**config.mk**
```make
export PLATFORM = sky130hd
export DESIGN_NAME = noc_output_allocator
export DESIGN_NICKNAME = d
export VERILOG_FILES = /design/src/rtl/noc_output_allocator.sv
export SDC_FILE = /design/constraint.sdc
export NUM_CORES = 1
export LEC_CHECK = 0
export BUFFER_PORTS_ARGS = -buffer_cell sky130_fd_sc_hd__buf_2
export CORE_UTILIZATION = 45
export CTS_CLUSTER_SIZE = 12
export DETAILED_ROUTE_END_ITERATION = 12
export HOLD_SLACK_MARGIN = 0.02
export PLACE_DENSITY_LB_ADDON = 0.15
export SLEW_MARGIN = 10
export SYNTH_ARGS = -nofsm -noshare
export SYNTH_HDL_FRONTEND = slang
export SYNTH_SLANG_ARGS = --single-unit
export TNS_END_PERCENT = 50
```
**constraint.sdc**
```tcl
create_clock -name clk_noc -period 15.1 [get_ports clk_noc]
set_input_delay 1.51 -clock clk_noc [delete_from_list [all_inputs] [get_ports clk_noc]]
set_output_delay 1.51 -clock clk_noc [all_outputs]
set_load 0.02 [all_outputs]
```
**src/rtl/noc_output_allocator.sv**
```systemverilog
// rtl/noc_output_allocator.sv - round-robin wormhole switch allocator with credit gating for one NoC output
module noc_output_allocator #(
   parameter int NUM_INPUTS        = 5,
   parameter int FLIT_BUFFER_DEPTH = 2,
   parameter int CREDIT_WIDTH      = $clog2(FLIT_BUFFER_DEPTH + 1),
   parameter int IDX_WIDTH         = $clog2(NUM_INPUTS)
) (
   input  logic                    clk_noc,
   input  logic                    rst_noc_sync,
   input  logic [NUM_INPUTS-1:0]   req,
   input  logic [NUM_INPUTS-1:0]   req_is_tail,
   input  logic [NUM_INPUTS-1:0]   turn_mask,
   input  logic                    credit_in,
   output logic [NUM_INPUTS-1:0]   grant,
   output logic [IDX_WIDTH-1:0]    grant_idx,
   output logic                    send_out,
   output logic                    locked,
   output logic [CREDIT_WIDTH-1:0] credit_count,
   output logic                    credit_err
);

   typedef enum logic {IDLE, LOCKED} state_t;

   localparam logic [CREDIT_WIDTH-1:0] CREDIT_FULL = CREDIT_WIDTH'(FLIT_BUFFER_DEPTH);
   localparam logic [CREDIT_WIDTH-1:0] CREDIT_ONE  = CREDIT_WIDTH'(1);
   localparam logic [IDX_WIDTH-1:0]    LAST_IDX    = IDX_WIDTH'(NUM_INPUTS - 1);

   state_t                state, next_state;
   logic [IDX_WIDTH-1:0]  owner, next_owner;
   logic [IDX_WIDTH-1:0]  rr_ptr, next_rr_ptr;
   logic [NUM_INPUTS-1:0] elig;
   logic [IDX_WIDTH-1:0]  winner;
   logic [IDX_WIDTH-1:0]  cand;
   logic                  found;
   logic                  has_credit;

   // Round-robin search starts one past the last winner and wraps.
   always_comb begin
      elig   = req & ~turn_mask;
      found  = 1'b0;
      winner = rr_ptr;
      cand   = rr_ptr;
      for (int k = 1; k <= NUM_INPUTS; k++) begin
         cand = IDX_WIDTH'((int'(rr_ptr) + k) % NUM_INPUTS);
         if (!found && elig[cand]) begin
            found  = 1'b1;
            winner = cand;
         end
      end
   end

   assign has_credit = (credit_count != '0);

   always_comb begin
      grant       = '0;
      grant_idx   = rr_ptr;
      next_state  = state;
      next_owner  = owner;
      next_rr_ptr = rr_ptr;
      if (rst_noc_sync) begin
         grant_idx = LAST_IDX;
      end else begin
         case (state)
            IDLE: begin
               if (has_credit && found) begin
                  grant[winner] = 1'b1;
                  grant_idx     = winner;
                  next_rr_ptr   = winner;
                  if (!req_is_tail[winner]) begin
                     next_state = LOCKED;
                     next_owner = winner;
                  end
               end
            end
            LOCKED: begin
               // Owner keeps the output even if it bubbles or its turn gets masked.
               grant_idx = owner;
               if (req[owner] && has_credit) begin
                  grant[owner] = 1'b1;
                  if (req_is_tail[owner]) begin
                     next_state = IDLE;
                  end
               end
            end
            default: next_state = IDLE;
         endcase
      end
   end

   assign send_out = |grant;
   assign locked   = (state == LOCKED) && !rst_noc_sync;

   always_ff @(posedge clk_noc) begin
      if (rst_noc_sync) begin
         state  <= IDLE;
         owner  <= '0;
         rr_ptr <= LAST_IDX;
      end else begin
         state  <= next_state;
         owner  <= next_owner;
         rr_ptr <= next_rr_ptr;
      end
   end

   // A credit arriving with the counter already full is dropped and flagged.
   always_ff @(posedge clk_noc) begin
      if (rst_noc_sync) begin
         credit_count <= CREDIT_FULL;
         credit_err   <= 1'b0;
      end else if (credit_in && !send_out) begin
         if (credit_count == CREDIT_FULL) begin
            credit_err <= 1'b1;
         end else begin
            credit_count <= credit_count + CREDIT_ONE;
         end
      end else if (send_out && !credit_in) begin
         credit_count <= credit_count - CREDIT_ONE;
      end
   end

endmodule

```
; ---- After elaboration in Yosys (flattened, before gate mapping)
; Cells that the tools add are included.
[word_totals]
ff_bits = 10
inputBits = 18
out_inout_bits = 13
wordCells = 101
[classes]
n_addsub = 7
div_mod_pow = 5
magnitude_cmp = 9
eq_ne = 2
muxes = 45
n_bitwise = 4
reduce_logical = 24
[op_table]
columns = op, count
row1 = 32-bit by 4-bit modulo with 32-bit output (second input constant), 5
row2 = 3-bit by 4-bit less-than comparator with 1-bit output (second input constant), 7
row3 = 1-bit binary-select mux with 3-bit select, 8
row4 = 3-bit 2-to-1 mux, 7
row5 = 1-bit 2-to-1 mux, 19
row6 = 5-bit 2-to-1 mux, 3
row7 = 1-bit logical AND, 11
row8 = 5-bit one-hot mux with 2 select lines, 1
row9 = 3-bit by 2-bit adder with 4-bit output (second input constant), 2
row10 = 3-bit by 3-bit adder with 4-bit output (second input constant), 2
row11 = 1-bit logical NOT, 7
row12 = 1-bit demux with 3-bit select, 2
row13 = 3-bit by 1-bit >= comparator with 1-bit output (second input constant), 2
row14 = 2-bit 2-to-1 mux, 3
row15 = 3-bit one-hot mux with 2 select lines, 1
row16 = 5-bit bitwise AND, 1
row17 = 5-bit inverter, 1
row18 = 5-bit OR reduction, 1
row19 = 3-bit by 1-bit adder with 4-bit output (second input constant), 1
row20 = 2-bit AND reduction, 2
row21 = 2-bit nonzero test, 2
row22 = 3-bit AND reduction, 1
row23 = 2-bit by 1-bit adder with 2-bit output (second input constant), 1
row24 = 2-bit equality test (second input constant), 1
row25 = other kinds (4), 5

; ---- Depth between registers and ports, before layout
[logic_depth]
ltp_word = 29
depth_mapped = 23

; ---- Least setup slack after synthesis
; Ideal clock, no wire load.
[synth_path]
path_type = reg2out
start = reg rr_ptr[0]
end = out grant_idx[0]
t_arrival_ns = 5.260
slack_ns = 8.330
path_stages_with_launch = 22
path_cell_list = dfxtp_1 > buf_2 > clkbuf_1 > inv_1 > ha_1 > buf_2 > buf_2 > buf_2 > nand2_1 > ha_1 > or3b_2 > o32a_1 > o32ai_2 > nand2b_1 > a41oi_1 > o22ai_1 > nor2_1 > a31o_2 > clkbuf_1 > nor2_1 > nand2_1 > a221oi_1
[synth_between]
elab_chain_cells = 21
word_cells_on_any_way = 42
[synth_rtl]
columns = element, line
row1 = from (decl), 30  ; logic [IDX_WIDTH-1:0] rr_ptr, next_rr_ptr;
row2 = from (signal assigned), 101  ; rr_ptr <= next_rr_ptr;
row3 = 3-bit by 1-bit adder with 4-bit output, 44  ; cand = IDX_WIDTH'((int'(rr_ptr) + k) % NUM_INPUTS);
row4 = 32-bit by 4-bit modulo with 32-bit output, 44
row5 = 1-bit binary-select mux with 3-bit select, 45  ; if (!found && elig[cand]) begin
row6 = 1-bit 2-to-1 mux (not written as such), 45
row7 = 1-bit 2-to-1 mux, 45
row8 = 1-bit logical NOT, 45
row9 = 1-bit logical AND, 45
row10 = 1-bit 2-to-1 mux, 45
row11 = [... 5 more ...], --
row12 = 1-bit 2-to-1 mux, 45
row13 = 1-bit logical NOT, 45
row14 = 1-bit logical AND, 45
row15 = 1-bit 2-to-1 mux, 45
row16 = 1-bit logical AND, 65  ; if (has_credit && found) begin
row17 = 3-bit 2-to-1 mux *, 65
row18 = 3-bit one-hot mux with 2 select lines *, 63  ; case (state)
row19 = 3-bit 2-to-1 mux *, 60  ; if (rst_noc_sync) begin
row20 = to (decl), 15  ; output logic [IDX_WIDTH-1:0] grant_idx,
; Every way passes the cells marked *; elsewhere a longest branch is shown, timed or not. The select of a mux whose other input is x is not followed.

; ---- Final worst setup path
[layout_path]
start = reg rr_ptr[0]
end = out grant_idx[1]
; The elaborated chain is that of the path after synthesis.

==> out/metrics.cfg <==
[cts]
tritoncts.num_buffers=3
clkLatencyLatePin_ns=0.24
clock_sinks=10
tritoncts_clock_tree=done
postCtsHoldBufs=0
cts_resized=0
cts_setup_buffers=0
htree_num_levels=1
clk_pin_slew_ns=0.05
clock_tree.root_cell=clkbuf_8
cts-root-to-sink-buffers=2

[sta]
finalCritPeriodShare_pct=52.34
grt_setup_unrepaired=false
timing.final.setup_violations=0
clock-skew-final_ns=0.003196
slew_viol_final=0
totalNegativeSetupSlack_ns=0
fin_crit_ns=7.904
fmax_mhz=126.5
setup_ws_ns=7.196
hold_violations=0
max-slew-margin-rel_pct=39.86
slew_at_the_pin_closest_to_its_max_slew_limit_ns=0.8990

[floorplanning]
initial_core_utilization_pct=46.71
die_area_sq_mm=0.006958
floorplan_die_height_um=83.42
fp-row-count=29
die_width_um=83.42
core_area_sq_mm=0.006386
num_io_pins=31

[global_route]
gr-usage-all-layers_pct=25.59
first_pass_grt_wire_length_um=14860
initial_antenna_violation_count=0
remaining_overflow_grt=0
pin_count_of_the_biggest_net_entering_global_routing=36
number_of_global_route_vias_before_repair=3034

[logic_synthesis]
synth-seq-cells=10
post_synth.cell_area_avg_sq_um=7.365
synth_cell_type_count=79
synth.yosys.seq_area_share_pct=6.711
syn-instance-count=405
synth_warnings=0
synth_flop_cell=dfxtp_1
synth_fp_nets=450
number_of_flops_mapped_to_enable_cells_by_yosys=0
synth_largest_type_area_fraction_pct=10.91
synth.area.top_cells=ha_1, dfxtp_1, a21oi_1
post-synth-top-area-cell=ha_1
synth_area_sq_mm=0.002983
proportion_of_synthesized_flip_flops_having_asynchronous_set_or_reset_pct=0

[cells_and_area]
layout.core_utilization_pct=49.82
final_cell_count_no_fill=493
final_area_sq_mm=0.003182
finalNetCount=462
drive_gt1_share_pct=15.14
fillers=650
syn2layout_area_growth_pct=6.669
most-common-layout-cells=a21oi_1, nor2_1, buf_2
most_frequent_standard_cell_in_the_layout_excluding_fill_and_tap_cells=a21oi_1
antennaDiodeCount=0

[routing]
total_routed_length_um=8847
drt_drc_violations_left=0
routed-via-count=3323
routed_wire_length_per_instance_um=17.95
final_antenna_net_count=0
drt-initial-drc-count=254
detail_route.first_pass.iterations=4
route.detailed.vias_per_inst=6.740

[worst_setup_path]
critPathRequiredTime_ns=13.59
critical_path.max_fanout=35
worst_setup_path_start_kind=flip-flop
path_class=flip-flop to output port
crit_slowest_cell=xor2_1
worst_path_largest_cell_delay_ns=0.78
timing.critical_path.max_delay_family=compound AO/OA/AOI/OAI gates
critical_path.cell_chain=buf_4 -> inv_1 -> ha_1 -> xor2_1 -> nand4_1 -> o311ai_0 -> inv_1 -> ha_1 -> or3b_2 -> o32a_1 -> o32ai_2 -> nand2b_1 -> or3_1 -> o22ai_1 -> mux2_2 -> o311a_1 -> nor3_1 -> nand2b_1 -> a21boi_0 -> a21o_1 -> buf_2
worst_ep_arrival_time_ns=6.39
end_kind=output port
timing.critical_path.buf_inv=4

[status]
status=finished, final reports clean

[pwr]
cellPowerDensity_mw_per_mm2=222.5
power_leakage_nw=1.264
worst_ir_drop_vdd_uv=136.1

[run]
max_cap_viol_count=0

[placed_design]
numPlacedInstances=489
placement.io_buffers=30
dp_hpwl_um=6628
gp_congestion=0.8875
pre_cts_ws_ns=7.601
detailed_place.area_sq_mm=0.003127

[hold_path]
hold_class=flip-flop to flip-flop

==> cells by family (layout without fill, tap and decap cells) <==
kind of cell,after synthesis,count (layout),synth area share (%)
buffers and inverters,47,58,6.711
XOR/XNOR,9,9,3.272
adder cells (fa/ha/maj),27,27,11.58
multiplexers,23,23,9.522
flip-flops,10,10,6.711
AND/OR/NAND/NOR,141,141,24.92
AO/OA/AOI/OAI,148,148,37.29
==> power by group <==
group / switching [W] / total, W / leakage [nW] / internal, W
sequential: 0.0000164 / 0.0000508 / 0.0823 / 0.0000343
clock: 0.0000117 / 0.0000347 / 0.0288 / 0.0000230
combinational: 0.000380 / 0.000622 / 1.15 / 0.000242
total: 0.000408 / 0.000708 / 1.26 / 0.000299
==> layer usage <==
layer	track usage, %	share of wire [%]
met1	33.92	45
met2	44.11	47
met3	1.988	5.5
met4	7.858	2.3
met5	0	0
==> worst paths after layout <==
check | from | end | slack [ns] | cells after the start
worst max-delay path | rr_ptr[0] | grant_idx[1] | 7.20 | 21
worst min-delay path | credit_err | credit_err | 0.47 | 2
worst max register to register | rr_ptr[0] | owner[1] | 8.74 | 20
worst min register to register | credit_err | credit_err | 0.47 | 2
==> sequential cells by signal (all words and copies together), names as in the netlist <==
register,flops
state,1
credit_err,1
credit_count,2
owner,3
rr_ptr,3
==> cell usage after synthesis (3+ instances only) <==
cell type	n
a21bo_2	3
clkbuf_1	12
a21o_1	7
and2_1	7
o211a_1	3
o21a_1	5
nand3b_1	3
dfxtp_1	10
mux4_2	4
nor3_1	17
ha_1	26
nand2_1	21
a31oi_1	5
nor2_1	31
o22ai_1	6
o22a_1	3
mux2i_1	16
o211ai_2	3
xnor2_1	7
inv_1	21
o21ai_0	17
a21boi_0	3
a21oi_1	32
o221ai_1	4
o32a_1	3
o211ai_1	4
nand4b_1	3
a41oi_1	3
o31ai_1	6
nand3_1	12
a311o_1	3
buf_2	10
nor4_1	4
a211o_1	3
a22oi_1	5
or3_1	5
nand2b_1	17
nor2b_1	10
==> per-stage QoR <==
stage	hold slack, ns	power, W
3_5_place_dp	0.4573	0.0006627
2_1_floorplan	0.5024	0.0005455
6_report	0.4715	0.0007079
5_1_grt	0.4974	0.0007779
4_1_cts	0.4719	0.0007011
3_3_place_gp	0.4474	0.0006571
==> tightest hold or removal path, stage by stage, from the launching register on <==
cell and delay [ns]:
dfxtp_1 0.32, a21oi_1 0.04, nor2_1 0.07
==> layout make-up <==
| type | instances | area [sq um] | share of cell area, % |
|---|---|---|---|
| clock buffers | 4 | 55.05 | 1.730 |
| inverters | 22 | 82.58 | 2.595 |
| multi-input cells | 348 | 2582 | 81.16 |
| flip-flops and latches | 10 | 200.2 | 6.292 |
| well taps | 77 | 96.34 | 3.028 |
| repair buffers | 32 | 165.2 | 5.191 |
(Power assumes the default switching activity.)
